==> src/rtl/slave_in_port_pkg.sv <==
// Shared definitions for the serial system bus slave receive path:
// bus widths, slave-select codes and the receiver FSM encoding.
package slave_in_port_pkg;

  localparam int BUS_ADDR_WIDTH  = 12;
  localparam int BUS_DATA_WIDTH  = 8;
  localparam int BUS_BURST_WIDTH = 12;

  typedef enum logic [1:0] {
    SEL_SLAVE0 = 2'b00,
    SEL_SLAVE1 = 2'b01,
    SEL_SLAVE2 = 2'b10,
    SEL_SLAVE3 = 2'b11
  } slave_sel_t;

  typedef enum logic [2:0] {
    ST_IDLE,
    ST_ADDR,
    ST_DATA,
    ST_WSTROBE,
    ST_RDREQ,
    ST_RDWAIT,
    ST_DONE
  } state_t;

endpackage

==> src/rtl/slave_in_port_serial_shift_in.sv <==
// LSB-first serial-to-parallel shifter with a bit counter. value_next is the
// word as it stands after the current edge, so a full word is usable on the edge
// that shifts in its last bit. WIDTH must be at least 2.
module slave_in_port_serial_shift_in #(
  parameter int WIDTH = 8
) (
  input  logic             clk,
  input  logic             reset,
  input  logic             clear,
  input  logic             shift_en,
  input  logic             bit_in,
  output logic [WIDTH-1:0] value_next,
  output logic             last,
  output logic             full
);

  localparam int CW = $clog2(WIDTH + 1);

  logic [WIDTH-1:0] value;
  logic [CW-1:0]    count;

  assign value_next = shift_en ? {bit_in, value[WIDTH-1:1]} : value;
  assign last       = (count == CW'(WIDTH - 1));
  assign full       = (count == CW'(WIDTH));

  always_ff @(posedge clk or negedge reset) begin
    if (!reset) begin
      value <= '0;
      count <= '0;
    end else if (clear) begin
      value <= '0;
      count <= '0;
    end else if (shift_en) begin
      value <= value_next;
      count <= count + 1'b1;
    end
  end

endmodule

==> src/rtl/slave_in_port.sv <==
// Slave-side receiver for the serial system bus: deserialises address, burst and
// write data, strobes local memory per beat, and hands reads to the read-return block.
module slave_in_port
  import slave_in_port_pkg::*;
#(
  parameter logic [1:0] SLAVE_ID    = SEL_SLAVE0,
  parameter int         ADDR_WIDTH  = BUS_ADDR_WIDTH,
  parameter int         DATA_WIDTH  = BUS_DATA_WIDTH,
  parameter int         BURST_WIDTH = BUS_BURST_WIDTH
) (
  input  logic                   clk,
  input  logic                   reset,
  input  logic [1:0]             slave_select,
  input  logic                   master_valid,
  input  logic                   write_en,
  input  logic                   read_en,
  input  logic                   rx_address,
  input  logic                   rx_burst_number,
  input  logic                   rx_data,
  input  logic                   read_done,
  output logic                   slave_ready,
  output logic                   rx_done,
  output logic                   mem_wr_en,
  output logic [ADDR_WIDTH-1:0]  mem_addr,
  output logic [DATA_WIDTH-1:0]  mem_wdata,
  output logic                   read_req,
  output logic [ADDR_WIDTH-1:0]  read_addr,
  output logic [BURST_WIDTH-1:0] read_burst
);

  state_t                 state;
  logic                   dir_write;
  logic [BURST_WIDTH-1:0] beat;
  logic [ADDR_WIDTH-1:0]  addr_lat;
  logic [BURST_WIDTH-1:0] burst_lat;

  logic                   accept;
  logic                   addr_en, burst_en, data_en;
  logic                   addr_last, addr_full, burst_last, burst_full, data_last, data_full;
  logic [ADDR_WIDTH-1:0]  addr_next;
  logic [BURST_WIDTH-1:0] burst_next;
  logic [DATA_WIDTH-1:0]  data_next;
  logic                   hdr_done, data_done;

  assign accept   = master_valid & slave_ready;
  // The narrower header field stops shifting once full while the wider one finishes.
  assign addr_en  = accept & (state == ST_ADDR) & ~addr_full;
  assign burst_en = accept & (state == ST_ADDR) & ~burst_full;
  assign data_en  = accept & (state == ST_DATA) & ~data_full;

  assign hdr_done  = (state == ST_ADDR) & accept &
                     (addr_full | (addr_en & addr_last)) &
                     (burst_full | (burst_en & burst_last));
  assign data_done = data_en & data_last;

  slave_in_port_serial_shift_in #(.WIDTH(ADDR_WIDTH)) u_addr_shift (
    .clk(clk), .reset(reset), .clear(state == ST_IDLE), .shift_en(addr_en),
    .bit_in(rx_address), .value_next(addr_next), .last(addr_last), .full(addr_full)
  );

  slave_in_port_serial_shift_in #(.WIDTH(BURST_WIDTH)) u_burst_shift (
    .clk(clk), .reset(reset), .clear(state == ST_IDLE), .shift_en(burst_en),
    .bit_in(rx_burst_number), .value_next(burst_next), .last(burst_last), .full(burst_full)
  );

  slave_in_port_serial_shift_in #(.WIDTH(DATA_WIDTH)) u_data_shift (
    .clk(clk), .reset(reset), .clear((state == ST_IDLE) | (state == ST_WSTROBE)),
    .shift_en(data_en), .bit_in(rx_data), .value_next(data_next), .last(data_last),
    .full(data_full)
  );

  always_ff @(posedge clk or negedge reset) begin
    if (!reset) begin
      state       <= ST_IDLE;
      dir_write   <= 1'b0;
      beat        <= '0;
      addr_lat    <= '0;
      burst_lat   <= '0;
      slave_ready <= 1'b0;
      rx_done     <= 1'b0;
      mem_wr_en   <= 1'b0;
      mem_addr    <= '0;
      mem_wdata   <= '0;
      read_req    <= 1'b0;
      read_addr   <= '0;
      read_burst  <= '0;
    end else begin
      mem_wr_en <= 1'b0;
      read_req  <= 1'b0;
      rx_done   <= 1'b0;
      case (state)
        ST_IDLE: begin
          beat <= '0;
          if (master_valid && (slave_select == SLAVE_ID) && (write_en ^ read_en)) begin
            state       <= ST_ADDR;
            dir_write   <= write_en;
            slave_ready <= 1'b1;
          end
        end
        ST_ADDR: begin
          if (hdr_done) begin
            addr_lat  <= addr_next;
            burst_lat <= burst_next;
            if (dir_write) begin
              state <= ST_DATA;
            end else begin
              state       <= ST_RDREQ;
              slave_ready <= 1'b0;
              read_req    <= 1'b1;
              read_addr   <= addr_next;
              read_burst  <= burst_next;
            end
          end
        end
        ST_DATA: begin
          if (data_done) begin
            state       <= ST_WSTROBE;
            slave_ready <= 1'b0;
            mem_wr_en   <= 1'b1;
            mem_addr    <= addr_lat + ADDR_WIDTH'(beat);
            mem_wdata   <= data_next;
          end
        end
        ST_WSTROBE: begin
          if (beat == burst_lat) begin
            state   <= ST_DONE;
            rx_done <= 1'b1;
          end else begin
            beat        <= beat + 1'b1;
            state       <= ST_DATA;
            slave_ready <= 1'b1;
          end
        end
        ST_RDREQ: state <= ST_RDWAIT;
        ST_RDWAIT: begin
          if (read_done) begin
            state   <= ST_DONE;
            rx_done <= 1'b1;
          end
        end
        ST_DONE: state <= ST_IDLE;
        default: state <= ST_IDLE;
      endcase
    end
  end

endmodule
==> config.mk <==
export PLATFORM = sky130hd
export DESIGN_NAME = slave_in_port
export DESIGN_NICKNAME = d
export VERILOG_FILES = /design/src/rtl/slave_in_port_pkg.sv /design/src/rtl/slave_in_port_serial_shift_in.sv /design/src/rtl/slave_in_port.sv
export SDC_FILE = /design/constraint.sdc
export NUM_CORES = 1
export LEC_CHECK = 0
export ABC_CLOCK_PERIOD_IN_PS = 6100
export BUFFER_PORTS_ARGS = -buffer_cell sky130_fd_sc_hd__buf_4
export CORE_UTILIZATION = 62
export DETAILED_ROUTE_END_ITERATION = 10
export GPL_TIMING_DRIVEN = 0
export PLACE_DENSITY_LB_ADDON = 0.25
export SLEW_MARGIN = 20
export SYNTH_ARGS = -nofsm -noshare
export SYNTH_HDL_FRONTEND = slang
export SYNTH_SLANG_ARGS = --single-unit
==> constraint.sdc <==
create_clock -name clk -period 6.1 [get_ports clk]
set_clock_uncertainty 0.1 [all_clocks]
set_input_delay 0 -clock clk [delete_from_list [all_inputs] [get_ports clk]]
set_output_delay 0 -clock clk [all_outputs]
set_load 0.01 [all_outputs]
; ---- Word level (Yosys, flattened, before mapping)
; Cells that the tools add are included.
[word_totals]
regBits = 132
elab_cells = 115
in_bits = 11
out_inout_bits = 48
[op_classes]
n_mux = 38
reduce_logical = 16
n_bitwise = 19
n_eq_ne = 18
add_sub_neg = 5
[ops]
columns = operator, count
row1 = $mux W12, 7
row2 = $mux W4, 6
row3 = $mux W8, 3
row4 = $pmux W12 S2, 1
row5 = $eq A4 B4 Y1 const B, 5
row6 = $mux W3, 6
row7 = $pmux W3 S6, 1
row8 = $add A12 B1 Y12 const B, 1
row9 = $add A12 B12 Y12, 1
row10 = $add A4 B1 Y4 const B, 3
row11 = $eq A12 B12 Y1, 1
row12 = $mux W1, 12
row13 = $ne A2 B2 Y1 const B, 6
row14 = $and A1 B1 Y1, 11
row15 = $reduce_and A2 Y1, 4
row16 = $reduce_bool A2 Y1, 4
row17 = $eq A3 B2 Y1 const B, 2
row18 = $eq A3 B3 Y1 const B, 2
row19 = $reduce_and A6 Y1, 1
row20 = $eq A4 B3 Y1 const B, 1
row21 = $not A1 Y1, 4
row22 = $pmux W1 S4, 1
row23 = $reduce_and A4 Y1, 1
row24 = $reduce_bool A4 Y1, 1
row25 = other kinds (8), 11

; ---- Logic depth before layout (Yosys ltp)
; Gate-level depths: netlist (run 1).
[depth]
ltp_word = 9
mapped_depth = 9
depth_no_buf = 7

; ---- Hierarchy
; Synthesis (run 1) repeated with hierarchy kept, for this count alone.
[hier_totals]
hier_cells = 547
area_unflattened_um2 = 6423.7
[modules_own_cells]
columns = module, cells_per_inst, instances, area_per_inst_um2, seq_area_each_um2
row1 = slave_in_port, 378, 1, 4236.6, 2202.1
row2 = slave_in_port_serial_shift_in (u_addr_shift ...), 60, 2, 783.3, 400.4
row3 = slave_in_port_serial_shift_in (u_data_shift), 49, 1, 620.6, 300.3

; ---- Worst setup path before layout (run 1)
; Ideal clock, no wire load.
[synth_timing]
path_type = register to register
from = register beat[0]
to = register mem_addr[10]
path_stages_with_launch = 8
setup_time_ns = 0.127
n_path_buf = 0
setup_slack_ns = 3.773
period_less_slack_ns = 2.327
arrival_ns = 2.100
required_time_ns = 5.873
path_cell_list = dfrtp_1 > ha_1 > fa_1 > a211oi_1 > o21ai_0 > a2111oi_0 > or4_1 > nand3_1
[synth_via]
elab_chain_cells = 1
[synth_lines]
columns = element, line_no
row1 = "start, declared", slave_in_port.sv:33  ; logic [BURST_WIDTH-1:0] beat;
row2 = "start signal, assigned", slave_in_port.sv:129  ; beat <= beat + 1'b1;
row3 = $add A12 B12 Y12, slave_in_port.sv:120  ; mem_addr <= addr_lat + ADDR_WIDTH'(beat);
row4 = "end signal, assigned", slave_in_port.sv:120
row5 = "end, declared", slave_in_port.sv:24  ; output logic [ADDR_WIDTH-1:0] mem_addr,
; No other way between the ends.
; A chain may end at the register's enable or synchronous reset.

; ---- Worst setup path after layout (run 1)
; Same ends and word-level chain as after synthesis.

==> flow_metrics.tcl, run 1 <==
set metrics [dict create \
    status "finished clean" \
    placedCellCount 794 \
    cts_sinks 132 \
    yosysMostFrequentCell "dfrtp_1" \
    die_h_microns 101.2 \
    start_util 0.6513 \
    nNetsFinal 726 \
    drtPass1Iterations 5 \
    cts_tree "yes" \
    crit_buf_inv 0 \
    cp.depth 7 \
    root_buffer "clkbuf_8" \
    rsz0062_at_grt "no" \
    arrival_ns 3.13 \
    ys_seq_area_frac 0.5412 \
    slowest_stage "a2111oi_0" \
    ys.flop_type "dfrtp_1" \
    wl_per_cell_microns 17.23 \
    drive_gt1_frac 0.1481 \
    synth_area_leader_cell "dfrtp_1" \
    drv_cap 0 \
    fin_tns_setup_ns 0 \
    globalRouteOverflowTotal 0 \
    final_util 0.7937 \
    synth.top_cell.area_share 0.5412 \
    ys_async_sr_fraction 1.000 \
    pre_cts_slack_ns 3.375 \
    grt_use_total 0.3094 \
    crit_required_ns 6.40 \
    syn_to_final_growth_pct 21.87 \
    syn_nets 636 \
    port-buffer-count 58 \
    yosys_warnings 0 \
    path_delay_family "compound AO/OA/AOI/OAI gates" \
    core_sq_um 9371 \
    max_freq_mhz 353.6 \
    p_leak_nw 3.523 \
    cp-end-kind "flop" \
    slew_headroom 0.4810 \
    place.detailed.hpwl_microns 9853 \
    ys_top_cells_by_area "dfrtp_1 54%, o21ai_0 6.3%, nand2_1 6.2%" \
    period_needed_ns 2.828 \
    syn_area_sq_um 6103 \
    cts.clk_slew.worst_paths_ns 0.06 \
    hold_violations 0 \
    die_w_microns 101.2 \
    power.density_nw_per_um2 316.9 \
    drt-initial-drc-count 282 \
    yosys_register_bits 132 \
    synthCells 606 \
    dieArea_sq_um 10240 \
    rows 35 \
    hold_path_class "in -> reg" \
    worstPathMaxFanout 5 \
    min_period_over_period 0.4636 \
    vdd_ir_drop_max_v 0.0001794 \
    slew_viol_final 0 \
    cts_buffer_depth 2 \
    wl_microns 14440 \
    holdPathStages 5 \
    synth-edff-count 0 \
    grt_max_degree 79 \
    cts_made_buffers 17 \
    worstMarginPinSlew_ns 0.7733 \
    antenna_found_initial 0 \
    insertion_delay_ns 0.52 \
    gp_congestion 0.8713 \
    synth_area_per_cell_sq_um 10.07 \
    critPathLaunchType "flop" \
    critPathKind "reg -> reg" \
    drc_errors 0 \
    antenna_cells 0 \
    finalSetupViolCount 0 \
    slowest_delay_ns 0.61 \
    postRouteAntennaNets 0 \
    synth_common_cells "132 x dfrtp_1, 100 x nand2_1, 77 x o21ai_0" \
    grt_first_pass_wirelength_microns 23980 \
    pin_count 59 \
    grt_pass1_vias 4927 \
    crit_chain "ha_1 > fa_1 > a211oi_1 > o21ai_0 > a2111oi_0 > or4_1 > nand3_1" \
    htree_levels 4 \
    worst_slack_ns 3.272 \
    yosysUniqueCellTypes 51 \
    via_per_inst 5.865 \
    reg2reg_depth 7 \
    fin_cells 838 \
    vias 4915 \
]
[cell type report]
class | instances | area (sq um)
flip-flops and latches | 132 | 3303
multi-input cells | 429 | 2610
fillers | 599 | 1933
repair buffers | 71 | 604.3
clock buffers | 19 | 431.7
well taps | 129 | 161.4
clock inverters | 13 | 137.6
plain buffers | 28 | 126.4
inverters | 17 | 63.81
[sequential cells by signal, indices dropped and copies added, names as in the netlist, 3 cells and up]
name and cells:
u_data_shift.count 4, beat 12, state 3, u_data_shift.value 8, read_burst 12, mem_addr 12, u_addr_shift.value 12, read_addr 12
u_burst_shift.value 12, u_burst_shift.count 4, u_addr_shift.count 4, addr_lat 12, mem_wdata 8, burst_lat 12
[where the power goes]
group          switching (mW)  internal, mW
sequential             0.0434         0.918
combinational           0.273         0.142
clock                   0.415         0.565
total                   0.732          1.63
[stage by stage]
stage,total power [mW],instance area [sq um],hold WS (ns)
after floorplan,1.238,6103,-0.3956
after global placement,1.344,6700,0.1529
after detailed placement,1.364,6731,-0.1167
after CTS,2.353,7438,0.1550
after global routing,2.445,7438,0.2383
final,2.357,7438,0.1790
[cell families after synthesis]
logic type,count (synthesis),share of synthesized area
compound gates,135,0.1283
xor+xnor,30,0.04305
fa+ha+maj,19,0.04018
buf+inv,45,0.03116
flops,132,0.5412
mux,38,0.06294
simple gates,207,0.1531
[placed cells by master (no fill, tap or decap), types with 4 or more instances in the layout]
master / instances
buf_2: 4
nor3_1: 4
nand3_1: 10
or3_1: 5
clkbuf_16: 16
a21o_1: 5
o21ai_0: 77
clkbuf_1: 22
a21oi_1: 18
mux2i_1: 35
inv_6: 5
o31ai_1: 5
or4_1: 5
nand2_1: 100
ha_1: 18
nor2_1: 51
nand4_1: 9
nor3b_1: 4
o211ai_1: 8
dlygate4sd3_1: 11
xnor2_1: 18
dfrtp_1: 132
buf_4: 57
xor2_1: 12
inv_1: 16
o31a_1: 4
[final timing paths]
path / start / to / slack (ns)
min reg2reg: mem_addr[1]$_DFFE_PN0P_ / mem_addr[1]$_DFFE_PN0P_ / 0.38
max: beat[0]$_DFFE_PN0P_ / mem_addr[10]$_DFFE_PN0P_ / 3.27
max in group asynchronous: reset / burst_lat[9]$_DFFE_PN0P_ / 5.09
max reg2reg: beat[0]$_DFFE_PN0P_ / mem_addr[10]$_DFFE_PN0P_ / 3.27
min in group asynchronous: reset / u_data_shift.count[0]$_DFFE_PN0P_ / 0.47
min: slave_select[0] / state[2]$_DFFE_PN0P_ / 0.18
[routing by layer]
layer	routed length (microns)	global-route usage	share of wire
met3	753	0.06694	0.052
met5	0	0	0
met2	7275	0.5243	0.50
met1	6079	0.3961	0.42
met4	328	0.1104	0.023
[tightest hold or removal path, stage by stage]
cell and delay, ns:
buf_4 0.08, nor4b_1 0.06, o31a_1 0.24, o221ai_1 0.27, o32ai_1 0.10
[what timing repair did]
item,CTS,global route
setup buffers,0,0
endpoints found under the hold margin,144,0
hold buffers,12,0
resized for setup,0,0
(Power assumes the default switching activity.)
==> run 2: changes to the inputs <==
- ABC_CLOCK_PERIOD_IN_PS: 6100 -> 2750
- CORE_UTILIZATION: 62 -> 59
- clock period: 6.1 -> 2.75 ns (I/O delays scaled with it)
==> flow_metrics.tcl, run 2 (same netlist as run 1, synthesis figures left out) <==
set metrics [dict create \
    status "finished clean" \
    rsz0062_at_grt "no" \
    seqPwrFrac 0.394 \
    vias 4776 \
    reg2reg_depth 7 \
    drc_errors 0 \
    worstPathMaxFanout 5 \
    drtPass1Iterations 4 \
    nNetsFinal 725 \
    start_util 0.6159 \
    cts.clk_slew.worst_paths_ns 0.07 \
    layout_commonest_cell "dfrtp_1" \
    p_leak_nw 3.531 \
    grt_first_pass_wirelength_microns 23600 \
    period_needed_ns 2.584 \
    antenna_found_initial 0 \
    cts_buffer_depth 2 \
    final_util 0.7538 \
    post_cts_buffers 0 \
    holdPathStages 5 \
    power.density_nw_per_um2 724.4 \
    critPathLaunchType "flop" \
    cp.depth 7 \
    final_cell_mix "132 x dfrtp_1, 100 x nand2_1, 77 x o21ai_0" \
    min_to "state[2]$_DFFE_PN0P_" \
    die_h_microns 103.7 \
    globalRouteOverflowTotal 0 \
    insertion_delay_ns 0.53 \
    core_sq_um 9910 \
    antenna_cells 0 \
    arrival_ns 2.90 \
    cts_made_buffers 17 \
    drv_cap 0 \
    hp-start "slave_select[1]" \
    wl_microns 14110 \
    rows 36 \
    wl_per_cell_microns 16.80 \
    syn_to_final_growth_pct 22.39 \
    pin_count 59 \
    swShare 0.2927 \
    comb_power_share 0.168 \
    r2r-end "mem_addr[10]$_DFFE_PN0P_" \
    grt_use_total 0.2825 \
    finalSetupViolCount 0 \
    vdd_ir_drop_max_v 0.0004567 \
    cts_sinks 132 \
    grt_max_degree 73 \
    hold_violations 0 \
    postRouteAntennaNets 0 \
    max_freq_mhz 387.0 \
    path_delay_family "compound AO/OA/AOI/OAI gates" \
    cp-end-kind "flop" \
    crit_required_ns 3.07 \
    p_int_mw 3.828 \
    rrSetupSlack_ns 0.17 \
    via_per_inst 5.686 \
    slowest_stage "dfrtp_1" \
    power.switching_mw 1.584 \
    slew_headroom 0.5195 \
    place.detailed.hpwl_microns 9661 \
    grt_pass1_vias 4834 \
    slew_viol_final 0 \
    root_buffer "clkbuf_8" \
    fin_cells 840 \
    slowest_delay_ns 0.48 \
    cts_tree "yes" \
    placedCellCount 798 \
    crit_buf_inv 0 \
    crit_chain "ha_1 > fa_1 > a211oi_1 > o21ai_0 > a2111oi_2 > or4_1 > nand3_1" \
    hold_path_class "in -> reg" \
    die_w_microns 103.7 \
    htree_levels 4 \
    gp_congestion 0.8791 \
    worstMarginPinSlew_ns 0.7159 \
    rr_startpoint "beat[0]$_DFFE_PN0P_" \
    dieArea_sq_um 10760 \
    drive_gt1_frac 0.1485 \
    clock_power_share 0.438 \
    critPathKind "reg -> reg" \
    fin_tns_setup_ns 0 \
    port-buffer-count 58 \
    drt-initial-drc-count 313 \
    min_period_over_period 0.9396 \
]
[run 2: metal layers]
metal	share of wire	GRT usage
met1	0.44	0.3590
met2	0.48	0.4616
met3	0.053	0.06545
met4	0.026	0.1316
met5	0	0
[run 2: worst register-to-register path: stages (launching register included)]
cell	delay, ns
dfrtp_1	0.48
ha_1	0.29
fa_1	0.43
a211oi_1	0.30
o21ai_0	0.22
a2111oi_2	0.40
or4_1	0.18
nand3_1	0.07
[run 2: how the worst max path moves through the flow]
stage                                   start                        to  slack [ns]
after floorplan           beat[0]$_DFFE_PN0P_  mem_addr[10]$_DFFE_PN0P_        0.42
after global placement    beat[0]$_DFFE_PN0P_  mem_addr[10]$_DFFE_PN0P_        0.13
after detailed placement  beat[0]$_DFFE_PN0P_  mem_addr[10]$_DFFE_PN0P_        0.06
after CTS                 beat[0]$_DFFE_PN0P_  mem_addr[10]$_DFFE_PN0P_        0.07
after global routing      beat[0]$_DFFE_PN0P_  mem_addr[10]$_DFFE_PN0P_        0.03
final                     beat[0]$_DFFE_PN0P_  mem_addr[10]$_DFFE_PN0P_        0.17
[run 2: layout make-up]
cell class                 count  area (sq um)
buffer                        28         126.4
clock buffer                  17         414.1
clock inverter                14         202.7
fill                         638          2440
inverter                      17         63.81
multi-input combinational    429          2616
sequential                   132          3303
tap                          133         166.4
timing repair buffer          70         576.8
[run 2: power groups by stage]
stage,Sequential (mW),Clock [mW],Combinational (mW)
6_report,2.13,2.37,0.911
5_1_grt,2.14,2.47,1.00
4_1_cts,2.13,2.38,0.897
3_5_place_dp,2.16,0,0.865
3_3_place_gp,2.15,0,0.835
2_1_floorplan,2.14,0,0.603
[run 2: metrics by stage]
step	worst slack [ns]	power (mW)	hold WS (ns)	instance area [sq um]
3_5_place_dp	0.05508	3.025	-0.04075	6736
4_1_cts	0.07448	5.405	0.1168	7465
6_report	0.1662	5.411	0.1341	7470
2_1_floorplan	0.4229	2.747	-0.3956	6103
3_3_place_gp	0.1305	2.987	0.1533	6705
5_1_grt	0.03485	5.613	0.1743	7470
[run 2: timing repair]
| action | 4_1_cts | 5_1_grt |
|---|---|---|
| hold endpoints to repair | 145 | 0 |
| endpoints found under the setup margin | 1 | 1 |
| hold buffers | 11 | 0 |
| resized for setup | 1 | 1 |
